===== src/rtl/ifetch_ctrl.sv =====
// ---------------------------------------------------------------------------
// ifetch_ctrl -- instruction fetch front end.
//
// Issues sequential word reads to a one-cycle-latency instruction memory,
// buffers the returned words in a 2-entry {pc, instr} FIFO and presents the
// FIFO head to decode with a valid/ready handshake. A redirect flushes the
// FIFO, drops any response returning that cycle and immediately fetches the
// new target.
//
// Ports
//   clk             clock, all state changes on its rising edge
//   rst             asynchronous active-high reset
//   imem_en         read request to instruction memory this cycle
//   imem_addr       byte address of the request (valid when imem_en=1)
//   imem_rdata      read data, one cycle after the matching request
//   redirect_valid  branch/jump/trap redirect request
//   redirect_pc     redirect target (bits [1:0] ignored)
//   out_valid       instruction available to decode
//   out_ready       decode accepts the instruction
//   out_instr       instruction at the FIFO head
//   out_pc          byte address of out_instr
// ---------------------------------------------------------------------------
module ifetch_ctrl #(
  parameter int PC_WIDTH = 32,
  parameter int I_WIDTH  = 32,
  parameter logic [PC_WIDTH-1:0] RESET_PC = '0
) (
  input  logic                clk,
  input  logic                rst,
  output logic                imem_en,
  output logic [PC_WIDTH-1:0] imem_addr,
  input  logic [I_WIDTH-1:0]  imem_rdata,
  input  logic                redirect_valid,
  input  logic [PC_WIDTH-1:0] redirect_pc,
  output logic                out_valid,
  input  logic                out_ready,
  output logic [I_WIDTH-1:0]  out_instr,
  output logic [PC_WIDTH-1:0] out_pc
);

  logic [PC_WIDTH-1:0] fetch_pc_p0;
  logic                vld_p1;
  logic [PC_WIDTH-1:0] pc_p1;
  logic [1:0]          count_p2;
  logic [PC_WIDTH-1:0] fifo_pc_p2    [2];
  logic [I_WIDTH-1:0]  fifo_instr_p2 [2];

  logic                pop;
  logic                push;
  logic                seq_issue;
  logic [1:0]          occ_next;
  logic [1:0]          wr_slot;
  logic [PC_WIDTH-1:0] redirect_addr;

  function automatic logic [PC_WIDTH-1:0] word_align(input logic [PC_WIDTH-1:0] a);
    return {a[PC_WIDTH-1:2], 2'b00};
  endfunction

  assign redirect_addr = word_align(redirect_pc);

  // Decode handshake; the head is hidden while a redirect is flushing it.
  assign out_valid = !rst && (count_p2 != 2'd0) && !redirect_valid;
  assign pop       = out_valid && out_ready;
  assign push      = vld_p1 && !redirect_valid;

  // Entries that will be held next cycle if nothing new is issued. Never
  // exceeds 2, so issuing only when it is below 2 keeps the FIFO from
  // overflowing once the new request returns.
  assign occ_next  = count_p2 + {1'b0, vld_p1} - {1'b0, pop};
  assign seq_issue = (occ_next < 2'd2);
  assign wr_slot   = count_p2 - {1'b0, pop};

  assign imem_en   = !rst && (redirect_valid || seq_issue);
  assign imem_addr = redirect_valid ? redirect_addr : fetch_pc_p0;

  assign out_instr = rst ? '0 : fifo_instr_p2[0];
  assign out_pc    = rst ? '0 : fifo_pc_p2[0];

  // ---- stage p0 -> p1 : request issue, fetch PC and in-flight tracking ----
  always_ff @(posedge clk or posedge rst) begin
    if (rst) begin
      fetch_pc_p0 <= RESET_PC;
      vld_p1      <= 1'b0;
      count_p2    <= 2'd0;
    end else if (redirect_valid) begin
      fetch_pc_p0 <= redirect_addr + PC_WIDTH'(4);
      vld_p1      <= 1'b1;
      count_p2    <= 2'd0;
    end else begin
      if (seq_issue) begin
        fetch_pc_p0 <= fetch_pc_p0 + PC_WIDTH'(4);
      end
      vld_p1   <= seq_issue;
      count_p2 <= occ_next;
    end
  end

  always_ff @(posedge clk) begin
    if (imem_en) begin
      pc_p1 <= imem_addr;
    end
  end

  // ---- stage p1 -> p2 : response capture into the FIFO ----
  // Shift on pop first; a push landing in slot 0 in the same cycle overrides.
  always_ff @(posedge clk) begin
    if (pop) begin
      fifo_pc_p2[0]    <= fifo_pc_p2[1];
      fifo_instr_p2[0] <= fifo_instr_p2[1];
    end
    if (push) begin
      fifo_pc_p2[wr_slot[0]]    <= pc_p1;
      fifo_instr_p2[wr_slot[0]] <= imem_rdata;
    end
  end

endmodule

===== config.mk =====
export PLATFORM = sky130hd
export DESIGN_NAME = ifetch_ctrl
export DESIGN_NICKNAME = d
export VERILOG_FILES = /design/src/rtl/ifetch_ctrl.sv
export SDC_FILE = /design/constraint.sdc
export NUM_CORES = 1
export LEC_CHECK = 0
export ABC_AREA = 1
export CORE_UTILIZATION = 55
export CTS_CLUSTER_DIAMETER = 200
export DETAILED_ROUTE_END_ITERATION = 10
export DONT_BUFFER_PORTS = 1
export HOLD_SLACK_MARGIN = 0.06
export PLACE_DENSITY = 0.7
export SLEW_MARGIN = 20
export SYNTH_ARGS = -nofsm -noshare
export SYNTH_HDL_FRONTEND = slang
export SYNTH_SLANG_ARGS = --single-unit

===== constraint.sdc =====
create_clock -name clk -period 10.05 [get_ports clk]
set_input_delay 2.01 -clock clk [delete_from_list [all_inputs] [get_ports clk]]
set_output_delay 2.01 -clock clk [all_outputs]
set_load 0.05 [all_outputs]

==> results by group <==
Status
  • Run status: completed

Min path
  • End point of the worst hold path: fifo_pc_p2[1][24]
  • Startpoint of the worst hold path: pc_p1[24]
  • Worst hold stages: 0
  • Hold Crit Class: flip-flop to flip-flop

STA
  • Share of the cycle needed by the critical path after routing: roughly 69%
  • Worst-case clock skew: between 0.008 and 0.009 ns
  • Slew at the pin closest to its max-slew limit: 0.988 ns
  • RSZ-0062 raised after global routing: no
  • Minimum clock period: just under 7 ns
  • Max-slew headroom at the worst pin: between 30 and 40%
  • Count of endpoints failing hold in the final timing report: 0
  • Final Slew Violations: 0
  • Minimum setup slack in the final design: 3.11 ns
  • Setup violations, final: 0
  • Total negative slack for setup checks: 0 ns
  • Top achievable clock speed: between 0.1 and 0.15 GHz

Finish
  • Fill cell count: 1234
  • Total number of nets in the final design: between 800 and 900
  • Number of antenna cells inserted: 0
  • Area of the multi-input gates: between 0.002 and 0.003 mm^2
  • Fraction of final layout cells sized beyond drive strength 1: about 17%
  • Seq. cell area: 0.00545 mm^2
  • Synth-to-layout area growth: 7.41%

Synthesis
  • #FFs+latches synth: 187
  • Ys Warns: 0
  • Instance count of the mapped netlist: ~780
  • Total standard cell area after synthesis: 0.00851 mm^2
  • Cell type with the largest total area after synthesis: edfxtp_1
  • Post-synthesis sequential area ratio: 64.0%
  • Avg Cell Area, Syn: 11.0 um^2
  • Leading post-synthesis cells by cell area: edfxtp_1, dfrtp_1, nand2_1
  • Count of distinct cell types in the synthesized netlist: 36
  • Area share of the largest cell type after synthesis: 54.3%

Global route
  • Pin count of the biggest net entering global routing: 65
  • Total routing resource utilization after global routing: 20.6%
  • Total congestion overflow: 0
  • Via count of the first global-routing pass: 5056
  • Global-route wire length before repair: 25300 um
  • Number of antenna violations at the first check in global routing: 0

Floorplanning
  • Die Area: 0.0160 mm^2
  • Boundary pin count: 166
  • DIE WIDTH: 126 um
  • Total number of placement rows: 45
  • Initial core utilization: a little under three fifths
  • Die height: 126 um
  • Placeable core region: between 0.015 and 0.02 mm^2

Power and ir drop
  • Total Power: 2.77 mW
  • Standby leakage power: approximately 3.7 nW
  • Largest vdd supply drop: 0.000146 V
  • Pwr/cell area: between 300 and 400 mW/mm^2

Clock tree
  • Number of buffers on the longest clock path: 2
  • Root buffer cell: clkbuf_16
  • CTS buffer count: 17
  • Clock sink count: 187
  • Hold buffer count at cts: 0
  • Worst-path clk slew: 0.06 ns
  • PostCTS Resize Cnt: 0
  • Skew-Pair Late Insertion Delay: about 0.42 ns
  • CTS tree: yes
  • Buffers inserted during post-CTS setup optimization: 0
  • Number of H-tree branching levels: 4

Drt
  • Routed vias: between 5000 and 6000
  • Antenna-violating nets left: 0
  • Mean routed wirelength per cell: roughly 16 um
  • Initial DRC count: 294
  • Number of vias per cell: 5.30
  • Residual DRC: 0
  • Number of optimization iterations in the first detailed-route pass: 5
  • Total Wirelength: 15900 um

Setup path
  • R2R setup slack: 5.80 ns
  • Cell at the slowest stage of the critical path: nor3_2
  • Buffer and inverter count on the worst path: 6
  • Reg-to-reg endpoint: fetch_pc_p0[4]
  • Type of element capturing the critical path: output pin
  • Critical-path maximum fanout: 64
  • Critical path data arrival time: approximately 4.9 ns
  • Worst Path Class, Setup: input pin to output pin
  • Sort of element at the start of the critical path: input pin
  • Cell Chain, Critical Path: nor3_2 -> nand2_1 -> inv_1 -> ha_1 -> inv_1 -> ha_1 -> inv_1 -> or2_2 -> nand3_1 -> buf_4 -> nand2_1 -> inv_1 -> buf_4
  • Data required time of the worst path: approximately 8.0 ns
  • Reg2reg start: count_p2[1]
  • Longest individual stage delay on the worst path: 0.73 ns
  • Cell type with the highest occurrence count on the critical path: inv_1
  • Worst path top cell family by delay: simple AND/OR/NAND/NOR gates
  • Depth of the most critical reg-to-reg path: 13

Placed design
  • Place WS: 3.12 ns
  • Global placement routability congestion: approximately 0.85
  • Half-perimeter wire length after placement: about 11000 um
  • Port buffer count: 0

Run
  • Max-capacitance violation count: 0
[final cells by class]
| type | count | share of cell area, % |
|---|---|---|
| multi-input combinational | 467 | 27.5 |
| tap | 188 | 2.57 |
| clock inverter | 12 | 1.09 |
| timing repair buffer | 6 | 0.493 |
| sequential | 187 | 59.6 |
| clock buffer | 20 | 4.78 |
| inverter | 94 | 3.94 |
[worst max path at each step]
stage	start	endpoint	slack, ns	depth (start not counted)
2_1_floorplan	redirect_valid	imem_en	2.21	15
3_3_place_gp	redirect_valid	imem_en	3.20	13
3_5_place_dp	redirect_valid	imem_en	3.12	13
4_1_cts	redirect_valid	imem_en	3.11	13
5_1_grt	redirect_valid	imem_en	2.90	13
6_report	rst	imem_en	3.11	13
[cells by family (layout without fill, tap and decap cells)]
logic type	count (synthesis)	count (layout)	share of synthesized area, %
flops	187	187	64.0
buf+inv	124	132	6.73
compound gates	18	18	1.31
mux	62	62	8.20
xor+xnor	3	3	0.309
simple gates	377	377	18.9
fa+ha+maj	3	3	0.441
other cells	1	4	0.0440
[flip-flops by register name, indices dropped and copies added (netlist names)]
| register | cells |
|---|---|
| fetch_pc_p0 | 30 |
| fifo_instr_p2 | 64 |
| pc_p1 | 30 |
| fifo_pc_p2 | 60 |
| vld_p1 | 1 |
| count_p2 | 2 |
[power breakdown]
part / total, mW / internal (mW) / switching, mW
combinational: 0.898 / 0.209 / 0.689
clock: 0.610 / 0.339 / 0.271
sequential: 1.26 / 1.17 / 0.0855
total: 2.77 / 1.72 / 1.05
[cell usage after synthesis, drive strengths merged]
| cell | instances |
|---|---|
| a21oi | 2 |
| a31oi | 3 |
| and2 | 3 |
| buf | 20 |
| clkbuf | 10 |
| clkinv | 1 |
| conb | 1 |
| dfrtp | 33 |
| edfxtp | 154 |
| ha | 3 |
| inv | 93 |
| mux2 | 62 |
| nand2 | 219 |
| nand3 | 34 |
| nand3b | 1 |
| nand4 | 2 |
| nor2 | 115 |
| nor3 | 1 |
| o21ai | 6 |
| o21bai | 5 |
| o31ai | 2 |
| or2 | 2 |
| xnor2 | 1 |
| xor2 | 2 |
[placed cells by master, fill, tap and decap left out]
| cell type | netlist | routed |
|---|---|---|
| clkinvlp_4 | 0 | 3 |
| nor3_2 | 0 | 1 |
| ha_1 | 3 | 3 |
| o21ai_1 | 1 | 1 |
| clkinv_1 | 1 | 4 |
| nand2_2 | 18 | 19 |
| inv_8 | 1 | 1 |
| o21ai_0 | 5 | 5 |
| inv_2 | 1 | 1 |
| or2_2 | 2 | 2 |
| nand2_1 | 200 | 199 |
| clkinv_2 | 0 | 2 |
| nor2_4 | 8 | 9 |
| nand3b_1 | 1 | 1 |
| nand3_1 | 33 | 33 |
| nor2_2 | 6 | 6 |
| a31oi_1 | 3 | 3 |
| and2_1 | 3 | 3 |
| dfrtp_1 | 33 | 33 |
| clkbuf_16 | 0 | 17 |
| nand2_4 | 1 | 1 |
| nand3_2 | 1 | 1 |
| conb_1 | 1 | 4 |
| o31ai_1 | 2 | 2 |
| o21bai_1 | 5 | 5 |
| nor2_1 | 101 | 100 |
| buf_4 | 5 | 6 |
| clkinv_4 | 0 | 2 |
| xor2_1 | 2 | 2 |
| inv_6 | 0 | 1 |
| mux2_2 | 62 | 62 |
| inv_1 | 91 | 91 |
| clkbuf_1 | 10 | 3 |
| a21oi_1 | 2 | 2 |
| edfxtp_1 | 154 | 154 |
| nand4_1 | 2 | 2 |
| xnor2_1 | 1 | 1 |
| bufinv_16 | 0 | 1 |
[layer usage]
layer  global-route usage, %  vias up  share of wire [%]
li1                        -     2517                  -
met1                    26.2     2430                 43
met2                    33.4      201                 48
met3                    5.99       19                7.0
met4                    8.43        0                1.1
met5                       0        -                  0
[through the flow]
| step | utilization, % | hold WS, ns | cells | instance area (um^2) |
|---|---|---|---|---|
| final | 60.4 | 0.451 | 974 | 9140 |
| after global routing | 60.4 | 0.462 | 974 | 9140 |
| after CTS | 60.4 | 0.454 | 974 | 9140 |
| after detailed placement | 56.8 | 0.438 | 942 | 8610 |
| after global placement | 56.8 | 0.432 | 942 | 8610 |
| after floorplan | - | 0.422 | 778 | 8520 |
(Power assumes the default switching activity.)
